===== src/rtl/axi_ts_seq.sv =====
// Trigger sequencer: init -> arm -> trigger -> measure sweeps with synchronised, edge-detected external triggers.
// Define AXI_TS_TIMESTAMP_EN to build the trigger timestamp capture registers (stat_trig_*).
module axi_ts_seq #(
  parameter int N_EXT       = 8,
  parameter int CNT_W       = 32,
  parameter int SYNC_STAGES = 2
) (
  input  logic             clk,
  input  logic             rst,
  input  logic [31:0]      rtc_sec,
  input  logic [31:0]      rtc_nsec,
  input  logic [N_EXT-1:0] ext_trigger,
  output logic             measure_start,
  input  logic             measure_ready,
  input  logic             measure_done,
  input  logic             ctrl_abort,
  input  logic             ctrl_init_immediate,
  input  logic             ctrl_init_continuous,
  input  logic             ctrl_arm_immediate,
  input  logic [N_EXT-1:0] ctrl_arm_source,
  input  logic             ctrl_arm_edge,
  input  logic [CNT_W-1:0] ctrl_arm_count,
  input  logic             ctrl_trigger_immediate,
  input  logic [N_EXT-1:0] ctrl_trigger_source,
  input  logic             ctrl_trigger_edge,
  input  logic [CNT_W-1:0] ctrl_trigger_count,
  output logic             stat_operation_complete,
  output logic             stat_sweeping,
  output logic             stat_waiting_for_arm,
  output logic             stat_waiting_for_trigger,
  output logic             stat_measuring,
  output logic [CNT_W-1:0] stat_arm_count,
  output logic [CNT_W-1:0] stat_trigger_count,
  output logic [31:0]      stat_trig_sec,
  output logic [31:0]      stat_trig_nsec,
  output logic [N_EXT-1:0] stat_trig_src,
  output logic             stat_trig_valid
);

  typedef enum logic [2:0] {IDLE, ARM_WAIT, TRIG_WAIT, MEAS_START, MEAS_WAIT} state_t;

  state_t             state_q, state_d;
  logic [CNT_W-1:0]   arm_cnt_q, arm_cnt_d, trig_cnt_q, trig_cnt_d, trig_inc;
  logic [CNT_W-1:0]   arm_count_q, trig_count_q;
  logic [N_EXT-1:0]   arm_src_q, trig_src_q;
  logic               arm_edge_q, trig_edge_q;
  logic [N_EXT-1:0]   sync_q [SYNC_STAGES];
  logic [N_EXT-1:0]   prev_q, ext_now, rise, fall, trig_hits;
  logic               arm_ev, trig_ev, shadow_en, accept, done_now;
  logic               measure_start_q, op_complete_q, sweeping_q, wait_arm_q, wait_trig_q, measuring_q;

  function automatic logic [CNT_W-1:0] at_least_one(input logic [CNT_W-1:0] v);
    return (v == '0) ? CNT_W'(1) : v;
  endfunction

  always_ff @(posedge clk or posedge rst) begin
    if (rst) begin
      for (int i = 0; i < SYNC_STAGES; i++) sync_q[i] <= '0;
      prev_q <= '0;
    end else begin
      sync_q[0] <= ext_trigger;
      for (int i = 1; i < SYNC_STAGES; i++) sync_q[i] <= sync_q[i-1];
      prev_q <= sync_q[SYNC_STAGES-1];
    end
  end

  // Edges are combinational off the last sync flop so a pin edge moves the FSM SYNC_STAGES+1 clocks later.
  assign ext_now   = sync_q[SYNC_STAGES-1];
  assign rise      = ext_now & ~prev_q;
  assign fall      = ~ext_now & prev_q;
  assign arm_ev    = ctrl_arm_immediate | (|((arm_edge_q ? fall : rise) & arm_src_q));
  assign trig_hits = (trig_edge_q ? fall : rise) & trig_src_q;
  assign trig_ev   = ctrl_trigger_immediate | (|trig_hits);
  assign trig_inc  = trig_cnt_q + CNT_W'(1);

  always_comb begin
    state_d    = state_q;
    arm_cnt_d  = arm_cnt_q;
    trig_cnt_d = trig_cnt_q;
    shadow_en  = 1'b0;
    accept     = 1'b0;
    done_now   = 1'b0;
    case (state_q)
      IDLE: if (ctrl_init_immediate || ctrl_init_continuous) begin
        state_d    = ARM_WAIT;
        shadow_en  = 1'b1;
        arm_cnt_d  = '0;
        trig_cnt_d = '0;
      end
      ARM_WAIT: if (arm_ev) begin
        state_d   = TRIG_WAIT;
        arm_cnt_d = arm_cnt_q + CNT_W'(1);
      end
      TRIG_WAIT: if (trig_ev) begin
        state_d = MEAS_START;
        accept  = 1'b1;
      end
      MEAS_START: if (measure_ready) begin
        state_d  = MEAS_WAIT;
        done_now = measure_done;
      end
      MEAS_WAIT: done_now = measure_done;
      default: state_d = IDLE;
    endcase
    if (done_now) begin
      if (trig_inc < trig_count_q) begin
        state_d    = TRIG_WAIT;
        trig_cnt_d = trig_inc;
      end else if (arm_cnt_q < arm_count_q) begin
        state_d    = ARM_WAIT;
        trig_cnt_d = '0;
      end else if (ctrl_init_continuous) begin
        state_d    = ARM_WAIT;
        arm_cnt_d  = '0;
        trig_cnt_d = '0;
        shadow_en  = 1'b1;
      end else begin
        state_d    = IDLE;
        trig_cnt_d = trig_inc;
      end
    end
    // Abort overrides everything; counters keep their value for readback.
    if (ctrl_abort) begin
      state_d    = IDLE;
      arm_cnt_d  = arm_cnt_q;
      trig_cnt_d = trig_cnt_q;
      shadow_en  = 1'b0;
      accept     = 1'b0;
    end
  end

  always_ff @(posedge clk or posedge rst) begin
    if (rst) begin
      state_q         <= IDLE;
      arm_cnt_q       <= '0;
      trig_cnt_q      <= '0;
      arm_count_q     <= '0;
      trig_count_q    <= '0;
      arm_src_q       <= '0;
      trig_src_q      <= '0;
      arm_edge_q      <= 1'b0;
      trig_edge_q     <= 1'b0;
      measure_start_q <= 1'b0;
      op_complete_q   <= 1'b0;
      sweeping_q      <= 1'b0;
      wait_arm_q      <= 1'b0;
      wait_trig_q     <= 1'b0;
      measuring_q     <= 1'b0;
    end else begin
      state_q    <= state_d;
      arm_cnt_q  <= arm_cnt_d;
      trig_cnt_q <= trig_cnt_d;
      if (shadow_en) begin
        arm_count_q  <= at_least_one(ctrl_arm_count);
        trig_count_q <= at_least_one(ctrl_trigger_count);
        arm_src_q    <= ctrl_arm_source;
        trig_src_q   <= ctrl_trigger_source;
        arm_edge_q   <= ctrl_arm_edge;
        trig_edge_q  <= ctrl_trigger_edge;
      end
      measure_start_q <= (state_d == MEAS_START);
      op_complete_q   <= (state_d == IDLE);
      sweeping_q      <= (state_d != IDLE);
      wait_arm_q      <= (state_d == ARM_WAIT);
      wait_trig_q     <= (state_d == TRIG_WAIT);
      measuring_q     <= (state_d == MEAS_START) || (state_d == MEAS_WAIT);
    end
  end

  assign measure_start            = measure_start_q;
  assign stat_operation_complete  = op_complete_q;
  assign stat_sweeping            = sweeping_q;
  assign stat_waiting_for_arm     = wait_arm_q;
  assign stat_waiting_for_trigger = wait_trig_q;
  assign stat_measuring           = measuring_q;
  assign stat_arm_count           = arm_cnt_q;
  assign stat_trigger_count       = trig_cnt_q;

`ifdef AXI_TS_TIMESTAMP_EN
  logic [31:0]      ts_sec_q, ts_nsec_q;
  logic [N_EXT-1:0] ts_src_q;
  logic             ts_valid_q;

  always_ff @(posedge clk or posedge rst) begin
    if (rst) begin
      ts_sec_q   <= '0;
      ts_nsec_q  <= '0;
      ts_src_q   <= '0;
      ts_valid_q <= 1'b0;
    end else begin
      ts_valid_q <= accept;
      if (accept) begin
        ts_sec_q  <= rtc_sec;
        ts_nsec_q <= rtc_nsec;
        ts_src_q  <= trig_hits;
      end
    end
  end

  assign stat_trig_sec   = ts_sec_q;
  assign stat_trig_nsec  = ts_nsec_q;
  assign stat_trig_src   = ts_src_q;
  assign stat_trig_valid = ts_valid_q;
`else
  logic unused_ts;
  assign unused_ts       = ^{rtc_sec, rtc_nsec, accept};
  assign stat_trig_sec   = '0;
  assign stat_trig_nsec  = '0;
  assign stat_trig_src   = '0;
  assign stat_trig_valid = 1'b0;
`endif

endmodule

===== config.mk =====
export PLATFORM = sky130hd
export DESIGN_NAME = axi_ts_seq
export DESIGN_NICKNAME = d
export VERILOG_FILES = /design/src/rtl/axi_ts_seq.sv
export SDC_FILE = /design/constraint.sdc
export NUM_CORES = 1
export LEC_CHECK = 0
export ABC_CLOCK_PERIOD_IN_PS = 5000
export CORE_MARGIN = 3
export CORE_UTILIZATION = 40
export CTS_CLUSTER_DIAMETER = 120
export DETAILED_ROUTE_END_ITERATION = 8
export PLACE_DENSITY_LB_ADDON = 0.15
export SLEW_MARGIN = 20
export SYNTH_ARGS = -nofsm -noshare
export SYNTH_HDL_FRONTEND = slang
export SYNTH_SLANG_ARGS = --single-unit

===== constraint.sdc =====
create_clock -name clk -period 5 [get_ports clk]
set_clock_uncertainty 0.1 [all_clocks]
set_input_delay 0.5 -clock clk [delete_from_list [all_inputs] [get_ports clk]]
set_output_delay 0.5 -clock clk [all_outputs]
set_load 0.01 [all_outputs]

==> results.md, run 1 <==
* # port buffers at 168
* Insertion delay to the later sink of the worst-skew pair at 0.44 ns
* Die ar. at 28000 um^2
* Detail Route Antenna Nets at 0
* DIE WIDTH at 167 um
* Clk sinks at 179
* Seq/Total Area, Yosys at 0.430
* RSZ-0062 raised after global routing: false
* CTS H-tree depth at 4
* Worst slack, placed at 0.0129 ns
* Clock buffer depth at 2
* Syn avg cell area at 9.73 um^2
* Crit path DAT at 4.85 ns
* Maximum clock frequency at 0.216 GHz
* Cell Rows at 58
* Placed Cells at 1560
* Max VDD drop at 214 uV
* Post-Syn Area at 10400 um^2
* DR WL/cell at 16.4 um
* CP Capture Type: flip-flop
* R2R Setup Slk at 0.37 ns
* Crit path capture: trig_src_q[7]
* Final wirelength at 26.1 mm
* Layout fillers at 2360
* GP Congestion at 0.832
* Worst slew pin tran at 1.05 ns
* Max Slew Vio Count at 0
* Die Ht at 167 um
* Root buffer cell: clkbuf_16
* Synth async-reset ratio at 1.00
* DP HPWL at 19.2 mm
* Switching Share at 0.343
* First-pass DRT Iterations at 5
* Antenna violations before repair at 0
* Static Leak at 6.02 nW
* Final Net Count at 1479
* Clock period minus worst slack at 4.63 ns
* First DRT Iteration DRCs at 511
* Final setup fails at 0
* Setup TNS at 0 ns
* CP required at 5.22 ns
* Vias in the first global route at 7944
* Num CTS Buffers at 17
* Startpoint Class: flip-flop
* Vias at 8213
* Layout Utilization at 0.514
* Count of different cell masters after synthesis at 60
* Clock network power share at 0.272
* Hold Vio Cnt, Final at 0
* FF+latch count, synth at 179
* FF-to-FF End: trig_src_q[7]
* Pwr/cell area at 383 nW/um^2
* CTS tree: built
* CTS clk-pin slew, worst paths at 0.08 ns
* Mapped Cells at 1070
* Crit Path Max Fanout at 27
* Most common cell after layout, fill and taps aside: dfrtp_1
* Setup CP Type: flip-flop to flip-flop
* PnR worst setup slack at 0.368 ns
* P&R area growth vs syn at 25.4%
* YS warnings at 0
* Number of I/O pins at 306
* Finished Layout Cells at 1595
* Max cap viols at 0
* Most frequent cells in the layout: dfrtp_1 (179), clkdlybuf4s50_1 (167), nand2_1 (116)
* Status: completed
* Net Switching at 0.00171 W
* Reg2reg start: stat_trigger_count[3]
* Most common flop cell mapped by yosys: dfrtp_1
* Largest net degree at the start of global routing at 180
* Tcrit/Tclk final at 0.926
* Vias per inst at 5.15
* Internal power at 0.00328 W
* Post-synth EDFFs at 0
* Global router's overall resource usage at 0.186
* Core ar. at 25400 um^2
* Initial Utilization at 0.410
* Hold_buf cts at 0
* Layout cells sized above 1 at 0.124
* GRT overflow at 0
* Gate power share at 0.309
* First-pass GRT wire length at 42.4 mm
* Worst R2R Path Depth at 18
* Worst min-delay path class: flip-flop to flip-flop
* Part of the power in registers at 0.419
* Crit. Startpoint: stat_trigger_count[3]
* ANT cells at 0
* Max-slew headroom at 0.302
* Post-route DRC at 0
[Yosys cell counts (3+ instances only)]
library cell,count,area [um^2]
nand2_1,116,435
nor2b_1,8,50.1
nand2b_1,29,181
o21bai_1,5,37.5
a21oi_1,42,210
and4_1,4,35.0
a221oi_1,5,43.8
nor3b_1,5,37.5
xnor2_1,15,131
clkbuf_1,22,82.6
nor2_1,41,154
o311ai_0,3,26.3
o211ai_1,5,37.5
mux2_2,76,856
mux2_1,6,67.6
buf_4,81,608
and3_1,21,131
a31oi_1,4,25.0
dfrtp_1,179,4480
nor4_1,26,163
nand3_1,32,160
or3_1,12,75.1
or2_2,4,25.0
nand4_1,23,144
nand3b_1,6,45.0
o22ai_1,6,37.5
o31ai_1,10,75.1
a22o_1,17,149
o21ai_0,57,285
nor3_1,12,60.1
ha_1,64,801
xor2_1,12,105
inv_1,79,297
a21o_1,8,60.1
a22oi_1,3,22.5
and3b_1,3,26.3
[per-layer routing]
metal  vias up  share of wire  GRT usage
li1       4011              -          -
met1      3949           0.46      0.262
met2       228           0.47      0.300
met3        25          0.049     0.0345
met4         0          0.013     0.0441
met5         -              0          0
[final cells by class]
cell class,count,area [um^2],share of cell area
clock buffers,17,425,0.0326
clock inverters,15,179,0.0137
inverters,79,300,0.0230
multi-input cells,778,5270,0.404
flip-flops and latches,179,4480,0.343
well taps,330,413,0.0316
repair buffers,197,1990,0.152
[what timing repair did]
action / CTS / global route
gates resized for setup: 1 / 5
cloned: 0 / 1
buffers inserted: 0 / 1
setup endpoints to repair: 31 / 88
pin swaps: 0 / 2
[stage by stage]
step                hold slack, ns  power, W  instance area, um^2
finish                       0.254   0.00499                13100
global route                 0.257   0.00537                13100
CTS                          0.254   0.00503                13000
detailed placement           0.236   0.00365                12400
global placement             0.232   0.00359                12400
floorplan                    0.231   0.00316                10700
[how the worst min path moves through the flow]
stage,endpoint,depth (start not counted),slack (ns),start
after detailed placement,ext_now[2],0,0.24,sync_q[10]
final,ext_now[1],0,0.25,sync_q[9]
after global placement,ext_now[6],0,0.23,sync_q[14]
after CTS,ext_now[3],0,0.25,sync_q[11]
after floorplan,ext_now[0],0,0.23,sync_q[8]
after global routing,ext_now[3],0,0.26,sync_q[11]
[power by group through the flow]
| stage | sequential, W | clock [W] | combinational (W) |
|---|---|---|---|
| CTS | 0.00210 | 0.00140 | 0.00153 |
| detailed placement | 0.00213 | 0 | 0.00152 |
| floorplan | 0.00204 | 0 | 0.00112 |
| global placement | 0.00211 | 0 | 0.00148 |
| finish | 0.00209 | 0.00136 | 0.00154 |
| global route | 0.00215 | 0.00147 | 0.00175 |
[flip-flops by register name, summed over array words and instances, names as in the netlist, 8 cells and up]
register,flops
trig_count_q,32
prev_q,8
arm_count_q,32
arm_src_q,8
ext_now,8
stat_arm_count,32
sync_q,8
trig_src_q,8
stat_trigger_count,32
[kinds of logic (layout without fill, tap and decap cells)]
group,count (synthesis),after routing,share of synthesized area
simple gates,349,349,0.172
other cells,1,73,0.000360
buf+inv,185,308,0.0962
compound gates,181,181,0.111
fa+ha+maj,64,64,0.0769
mux,84,84,0.0906
flops,179,179,0.430
xor+xnor,27,27,0.0227
[worst max-delay path, stage by stage, from the launching register on]
cell and delay (ns):
dfrtp_1 0.45, and3_1 0.20, nand3_1 0.16, nor4b_4 0.32, nand4_1 0.19, nor2_2 0.18
nand3_1 0.15, xnor2_1 0.16, ha_1 0.31, nand4_1 0.19, nor4b_4 0.32, nand2_1 0.16
a31oi_2 0.22, o21bai_1 0.11, or3_1 0.42, a21oi_4 0.16, buf_12 0.15, buf_12 0.19
mux2_2 0.35
(Power assumes the default switching activity.)
==> run 2, diff against run 1 <==
--- a/config.mk
+++ b/config.mk
@@ -15,3 +15,4 @@
 export SYNTH_ARGS = -nofsm -noshare
 export SYNTH_HDL_FRONTEND = slang
 export SYNTH_SLANG_ARGS = --single-unit
+export TNS_END_PERCENT = 5
==> results of run 2 <==
The final DEF is identical to that of run 1; final timing and power are the same.
